### src/rtl/sort_stream.sv
// Streaming frame sorter: loads N elements, runs N odd-even transposition phases, then streams them out.
// Optional macro SORT_DESCEND_EN selects descending order; the default build sorts ascending.
module sort_stream #(
  parameter int N = 6,
  parameter int W = 5
) (
  input  logic         clk,
  input  logic         rst,
  input  logic         in_valid,
  input  logic [W-1:0] in_data,
  output logic         in_ready,
  output logic         out_valid,
  output logic [W-1:0] out_data,
  output logic         out_last,
  input  logic         out_ready,
  output logic         busy
);

  localparam int CW = (N > 1) ? $clog2(N) : 1;
  localparam logic [CW-1:0] LAST = CW'(N - 1);

  typedef enum logic [1:0] {LOAD, SORT, OUT} state_t;

  state_t        state_q;
  logic [CW-1:0] cnt_q, idx_q, phase_q;
  logic [W-1:0]  mem_q [N];
  logic [W-1:0]  sorted_d [N];
  logic [CW-1:0] idx_d;
  logic          in_ready_q, out_valid_q, out_last_q, busy_q;
  logic [W-1:0]  out_data_q;

  // Pairs of one phase are disjoint, so updating sorted_d in place never reads a value already moved this phase.
  always_comb begin
    for (int unsigned i = 0; i < N; i++) sorted_d[i] = mem_q[i];
    for (int unsigned i = 0; i + 1 < N; i++) begin
      if (i[0] == phase_q[0]) begin
`ifdef SORT_DESCEND_EN
        if (sorted_d[i] < sorted_d[i+1]) begin
`else
        if (sorted_d[i] > sorted_d[i+1]) begin
`endif
          sorted_d[i]   = mem_q[i+1];
          sorted_d[i+1] = mem_q[i];
        end
      end
    end
    idx_d = idx_q + 1'b1;
  end

  always_ff @(posedge clk or posedge rst) begin
    if (rst) begin
      state_q     <= LOAD;
      cnt_q       <= '0;
      idx_q       <= '0;
      phase_q     <= '0;
      for (int unsigned i = 0; i < N; i++) mem_q[i] <= '0;
      in_ready_q  <= 1'b1;
      out_valid_q <= 1'b0;
      out_data_q  <= '0;
      out_last_q  <= 1'b0;
      busy_q      <= 1'b0;
    end else begin
      case (state_q)
        LOAD: begin
          if (in_valid) begin
            mem_q[cnt_q] <= in_data;
            if (cnt_q == LAST) begin
              cnt_q      <= '0;
              phase_q    <= '0;
              state_q    <= SORT;
              in_ready_q <= 1'b0;
              busy_q     <= 1'b1;
            end else begin
              cnt_q <= cnt_q + 1'b1;
            end
          end
        end
        SORT: begin
          for (int unsigned i = 0; i < N; i++) mem_q[i] <= sorted_d[i];
          if (phase_q == LAST) begin
            phase_q     <= '0;
            idx_q       <= '0;
            state_q     <= OUT;
            out_valid_q <= 1'b1;
            out_data_q  <= sorted_d[0];
            out_last_q  <= (LAST == '0);
          end else begin
            phase_q <= phase_q + 1'b1;
          end
        end
        OUT: begin
          if (out_ready) begin
            if (idx_q == LAST) begin
              idx_q       <= '0;
              state_q     <= LOAD;
              out_valid_q <= 1'b0;
              out_data_q  <= '0;
              out_last_q  <= 1'b0;
              in_ready_q  <= 1'b1;
              busy_q      <= 1'b0;
            end else begin
              idx_q      <= idx_d;
              out_data_q <= mem_q[idx_d];
              out_last_q <= (idx_d == LAST);
            end
          end
        end
        default: state_q <= LOAD;
      endcase
    end
  end

  assign in_ready  = in_ready_q;
  assign out_valid = out_valid_q;
  assign out_data  = out_data_q;
  assign out_last  = out_last_q;
  assign busy      = busy_q;

endmodule

### config.mk
export PLATFORM = sky130hd
export DESIGN_NAME = sort_stream
export DESIGN_NICKNAME = d
export VERILOG_FILES = /design/src/rtl/sort_stream.sv
export SDC_FILE = /design/constraint.sdc
export NUM_CORES = 1
export LEC_CHECK = 0
export CORE_MARGIN = 2
export CORE_UTILIZATION = 25
export DETAILED_ROUTE_END_ITERATION = 10
export MAX_ROUTING_LAYER = met4
export SLEW_MARGIN = 40
export SYNTH_ARGS = -nofsm -noshare
export SYNTH_HDL_FRONTEND = slang
export SYNTH_SLANG_ARGS = --single-unit
### constraint.sdc
create_clock -name clk -period 6.7 [get_ports clk]
set_input_delay 1.34 -clock clk [delete_from_list [all_inputs] [get_ports clk]]
set_output_delay 1.34 -clock clk [all_outputs]
set_load 0.005 [all_outputs]
==> results.md, run 1 <==
- Commonest non-fill, non-tap cell in the layout: buf_4
- Crit Path Max Fanout: 7
- WHS Path Cells: 2
- CTS clock-pin slew for the worst setup and hold paths: 0.07 ns
- Clock latency on the worst-skew pair: 0.30 ns
- Slack of the critical path: -0.120 ns
- Die width: 125 microns
- Root buffer cell: clkbuf_16
- Setup violators final: 9
- Post-Synthesis Cell Area: 3680 sq um
- Post-Route WL: 11.2 mm
- Initial Util: 25.4%
- Reg2reg start: mem_q[27]
- Final non-filler cell total: 643
- DRT Pass-1 Iters: 5
- Die height: 125 microns
- Inst Count DP: 620
- Wirelength per Cell: 17.5 microns
- Ratio of cells with drive above 1 in the final layout: 31.4%
- CTS Buf Count: 5
- Netlist cell types: 60
- Reg2Reg Setup Slack: -0.12 ns
- Top FF cell, synth: dfrtp_1
- Total GRT Usage: 14.0%
- CP Launch Type: register
- RSZ-0062 raised after global routing: true
- Final nets: 495
- Total gr overflow: 0
- Max Buffers Root-to-Sink: 2
- FMAX: 147 MHz
- Hold worst-path end: out_last
- Port Buf Inserts: 17
- Relative slew margins: 49.5%
- Most used cell along the critical path: ha_4
- Worst Hold Class: register to register
- Outcome: finished with violations
- Depth of the CTS H-tree: 2
- CTS tree: done
- # rows: 44
- Slowest stage delay, CP: 0.42 ns
- Crit path arrival time: 7.01 ns
- Max cap viols: 0
- Crit path max-delay cell type: dfrtp_1
- Worst-case reg-to-reg path depth: 28
- Initial DRC Count: 222
- FF-to-FF End: mem_q[7]
- Worst Setup End Kind: register
- Failing checks: negative setup slack
- Place WS: -0.292 ns
- Tmin final: 6.82 ns
- Core Box Area: 14500 sq um
- Post-Syn Instances: 393
- DRC violation count after routing: 0
- Pin count of the biggest net entering global routing: 51
- Clk_skew: 0.00651 ns
- N_diodes: 0
- Number of vias per cell: 5.28
- Antenna violations before repair: 0
- Number of global-route vias before repair: 3196
- Syn. warnings: 0
- Final ANT Viol Nets: 0
- Setup CP Type: register to register
- Mapped Nets: 430
- Routed via count: 3392
- CP Data Required Time: 6.89 ns
- Top-Level Pins: 18
- Pins Over Slew Limit: 0
- Final hold viol count: 0
- EDFF count, synth: 0
- Synthesized flop and latch total: 50
- Synthesized area per cell: 9.37 sq um
- Final setup TNS: -0.627 ns
- Final period util: 102%
- # clock sinks: 50
- Worst hold slack: 0.491 ns
- Worst Max-Slew Pin Slew: 0.758 ns
- Asr flop ratio synth: 100%
- Placer Congestion: 0.912
- P&R area growth vs syn: 35.1%
- Fillers: 1434
- HP Start: out_last
- Post-synthesis sequential area ratio: 34.0%
- Die ar.: 15700 sq um
- Detailed Place HPWL: 8.07 mm
- Global-route wire length before repair: 17.3 mm
- Most frequent cells in the layout: 54 x buf_4, 49 x dfrtp_1, 31 x inv_1
[registers in the layout, summed over array words and instances, names as in the netlist]
signal and flops:
cnt_q 3, state_q 2, out_last 1, out_data 5, in_ready 1, mem_q 30, busy 1, out_valid 1
phase_q 3, idx_q 3
[metal layers]
| layer | global-route usage [%] | vias up | routed length, microns |
|---|---|---|---|
| met3 | 2.18 | 20 | 510 |
| met1 | 18.1 | 1681 | 4870 |
| met4 | 3.73 | 0 | 303 |
| met2 | 23.0 | 106 | 5530 |
| li1 | - | 1585 | - |
| met5 | - | - | 0 |
[worst max path at each step]
| stage | startpoint | slack [ns] | to | cells past startpoint |
|---|---|---|---|---|
| 3_3_place_gp | mem_q[22] | -0.09 | mem_q[9] | 29 |
| 5_1_grt | mem_q[27] | -0.37 | mem_q[9] | 28 |
| 3_5_place_dp | mem_q[24] | -0.29 | mem_q[7] | 29 |
| 6_report | mem_q[27] | -0.12 | mem_q[7] | 28 |
| 2_1_floorplan | mem_q[24] | 0.0005 | mem_q[6] | 32 |
| 4_1_cts | mem_q[22] | 0.002 | mem_q[7] | 29 |
[what timing repair did]
item                                    CTS  global route
gates resized for setup                  15            48
setup buffers                             6             8
pin swaps                                 6            31
cloned                                    0             1
hold buffers                              0             0
endpoints found under the setup margin   10            10
[cell usage after synthesis, drive strengths merged, types with 2 or more instances]
| master | instances | area, sq um |
|---|---|---|
| mux2i | 30 | 313 |
| a22oi | 5 | 37.5 |
| nand3 | 10 | 50.1 |
| o22a | 4 | 35.0 |
| nor4bb | 2 | 20.0 |
| mux2 | 7 | 78.8 |
| a21oi | 31 | 159 |
| nor3b | 2 | 15.0 |
| o211ai | 6 | 50.1 |
| o21ai | 20 | 100 |
| o21a | 5 | 37.5 |
| a211o | 5 | 43.8 |
| inv | 40 | 150 |
| mux4 | 5 | 113 |
| and2 | 3 | 18.8 |
| a31o | 4 | 35.0 |
| and4 | 2 | 17.5 |
| a31oi | 4 | 40.0 |
| a211oi | 2 | 15.0 |
| nor3 | 11 | 55.1 |
| o221ai | 5 | 43.8 |
| a221o | 7 | 70.1 |
| nand2 | 24 | 90.1 |
| buf | 7 | 41.3 |
| nor2b | 4 | 25.0 |
| nand4 | 3 | 18.8 |
| ha | 28 | 350 |
| dfrtp | 49 | 1230 |
| nor2 | 24 | 92.6 |
| clkbuf | 8 | 30.0 |
| nand2b | 8 | 50.1 |
| o21bai | 5 | 48.8 |
| a21o | 4 | 30.0 |
| o22ai | 2 | 12.5 |
[kinds of logic after synthesis]
kind of cell             Yosys count  synth area share (%)
AO/OA/AOI/OAI                    119                  23.2
XOR/XNOR                           2                 0.476
adder cells (fa/ha/maj)           28                  9.51
buffers and inverters             55                  6.01
flip-flops                        50                  34.0
multiplexers                      42                  13.7
AND/OR/NAND/NOR                   97                  13.1
[area by class of cell]
class / instances / area, sq um / area share, %
Tap cell: 184 / 230 / 4.63
Inverter: 40 / 153 / 3.07
Sequential cell: 50 / 1250 / 25.2
Clock inverter: 3 / 40.0 / 0.805
Clock buffer: 5 / 125 / 2.52
Multi-Input combinational cell: 289 / 2590 / 52.0
Timing Repair Buffer: 72 / 587 / 11.8
[critical path, delay by kind of cell (launching register included)]
family | cells | cell delay, ns
adders and majority gates | 5 | 1.37
DFF | 1 | 0.42
AOI/OAI and AO/OA | 12 | 2.94
and+or+nand+nor | 6 | 0.96
buffers and inverters | 2 | 0.16
muxes | 3 | 0.87
[through the flow]
| step | cell area (sq um) | util (%) |
|---|---|---|
| 2_1_floorplan | 3720 | - |
| 3_3_place_gp | 4350 | 30.1 |
| 3_5_place_dp | 4360 | 30.1 |
| 4_1_cts | 4630 | 32.0 |
| 5_1_grt | 4970 | 34.4 |
| 6_report | 4970 | 34.4 |
Power of run 1 is left out: the tool's default activity adds up to more than one toggle a clock period on the data nets, which glitch-free logic cannot reach.
==> run 2, diff against run 1 <==
--- a/config.mk
+++ b/config.mk
@@ -9,6 +9,7 @@
 export CORE_UTILIZATION = 25
 export DETAILED_ROUTE_END_ITERATION = 10
 export MAX_ROUTING_LAYER = met4
+export PLACE_DENSITY = 0.47
 export SLEW_MARGIN = 40
 export SYNTH_ARGS = -nofsm -noshare
 export SYNTH_HDL_FRONTEND = slang
==> results.md, run 2 (synthesis results as in run 1) <==
- Outcome: finished clean
- CP Launch Type: register
- # rows: 44 (unchanged)
- P&R area growth vs syn: 35.8%
- Post-Route WL: 11.6 mm (+3.5%)
- Clock latency on the worst-skew pair: 0.30 ns (about the same)
- Global-route wire length before repair: 18.3 mm (+6.0%)
- RSZ-0062 raised after global routing: true
- Depth of the CTS H-tree: 2 (unchanged)
- Final non-filler cell total: 645 (+0.31%)
- Final setup TNS: 0 ns (+0.627 ns)
- Die height: 125 microns (unchanged)
- DRC violation count after routing: 0 (unchanged)
- CTS tree: done
- Fillers: 1466 (+2.2%)
- # clock sinks: 50 (unchanged)
- Core Box Area: 14500 sq um (unchanged)
- Max reg flops: 30 (unchanged)
- Inst Count DP: 623 (+0.48%)
- Slack of the critical path: 0.0482 ns (+0.168 ns)
- Worst hold slack: 0.494 ns (+0.00249 ns)
- Final period util: 99.3% (-2.5 points)
- Top-Level Pins: 18 (unchanged)
- Initial Util: 25.4% (unchanged)
- Port Buf Inserts: 17 (unchanged)
- Die width: 125 microns (unchanged)
- FMAX: 150 MHz (+2.5%)
- Crit path max-delay cell type: a221o_1
- Routed via count: 3350 (-1.2%)
- Final nets: 497 (+0.40%)
- Detailed Place HPWL: 8.39 mm (+4.0%)
- CTS clock-pin slew for the worst setup and hold paths: 0.08 ns (about the same)
- Number of vias per cell: 5.19 (-1.5%)
- Final ANT Viol Nets: 0 (unchanged)
- Slowest stage delay, CP: 0.37 ns (-0.05 ns)
- DRT Pass-1 Iters: 5 (unchanged)
- Total GRT Usage: 15.0% (+0.94 points)
- Final hold viol count: 0 (unchanged)
- Number of global-route vias before repair: 3333 (+4.3%)
- # hold bufs at CTS: 0 (unchanged)
- Most flop-heavy register: mem_q
- Pins Over Slew Limit: 0 (unchanged)
- Root buffer cell: clkbuf_16
- CTS Buf Count: 5 (unchanged)
- Total gr overflow: 0 (unchanged)
- Pin count of the biggest net entering global routing: 51 (unchanged)
- N_diodes: 0 (unchanged)
- Ratio of cells with drive above 1 in the final layout: 31.5% (+0.081 points)
- CP Data Required Time: 6.89 ns (about the same)
- Placer Congestion: 0.895 (-1.9%)
- Worst Max-Slew Pin Slew: 0.698 ns (-0.0597 ns)
- Setup CP Type: register to register
- Max Buffers Root-to-Sink: 2 (unchanged)
- Die ar.: 15700 sq um (unchanged)
- Max cap viols: 0 (unchanged)
- Most used cell along the critical path: ha_4
- Antenna violations before repair: 0 (unchanged)
- Wirelength per Cell: 18.0 microns (+3.2%)
- Setup violators final: 0 (-9)
- Worst Setup End Kind: register
- Place WS: -0.281 ns (+0.0112 ns)
- Tmin final: 6.65 ns (-0.168 ns)
- Initial DRC Count: 236 (+6.3%)
- Clk_skew: 0.00636 ns (-0.000149 ns)
- Most frequent cells in the layout: 55 x buf_4, 49 x dfrtp_1, 34 x inv_1
- Worst Hold Class: register to register
- Crit path arrival time: 6.84 ns (-0.17 ns)
- Commonest non-fill, non-tap cell in the layout: buf_4
- Relative slew margins: 53.4% (+4.0 points)
- Crit Path Max Fanout: 5 (-2)
run 2: cell types whose count changed in the layout (fill, tap and decap cells not counted), sizes merged:
cell	change
clkinv	-1
buf	+2
clkbuf	+1
clkinvlp	+1
bufinv	-1
run 2: repair_timing:
| action | CTS | global route |
|---|---|---|
| setup endpoints to repair | 10 | 10 |
| gates cloned | 1 | 0 |
| pin swaps | 31 | 16 |
| setup buffers | 7 | 6 |
| resized for setup | 31 | 30 |
run 2: final timing paths:
kind	cells after the start	slack, ns	start	end
min	1	0.49	phase_q[1]	phase_q[1]
max reg2reg	29	0.05	mem_q[22]	mem_q[6]
min reg2reg	1	0.49	phase_q[1]	phase_q[1]
min in group asynchronous	3	1.55	rst	busy
max in group asynchronous	3	4.70	rst	mem_q[29]
max	29	0.05	mem_q[22]	mem_q[6]
run 2: area by class of cell:
class,count,area [sq um],share of cell area [%]
clock buffer,6,139,2.78
clock inverter,2,12.5,0.250
timing repair buffer,74,606,12.1
tap,184,230,4.60
inverter,40,150,3.00
multi-input combinational,289,2610,52.2
sequential,50,1250,25.0
run 2: critical path: cells and delay by family, from the launching register on:
family	cells	cell delay, ns
and+or+nand+nor	5	0.71
AOI/OAI and AO/OA	13	3.05
adders and majority gates	5	1.35
muxes	3	0.83
buffers and inverters	3	0.23
DFF	1	0.35
run 2: metal layers:
layer  global-route usage, %  share of wire (%)  up-vias  routed length (microns)
met5                       -                  0        -                        0
met4                    6.01                3.1        0                      361
met3                    1.50                2.8       23                      330
met2                    23.5                 47       85                     5470
met1                    19.9                 47     1642                     5450
li1                        -                  -     1600                        -
run 2: per-stage QoR:
step,util (%),instance area [sq um]
3_3_place_gp,30.2,4380
2_1_floorplan,-,3720
4_1_cts,32.8,4750
5_1_grt,34.6,5000
3_5_place_dp,30.2,4380
6_report,34.6,5000
Power of run 2 is left out for the same reason.
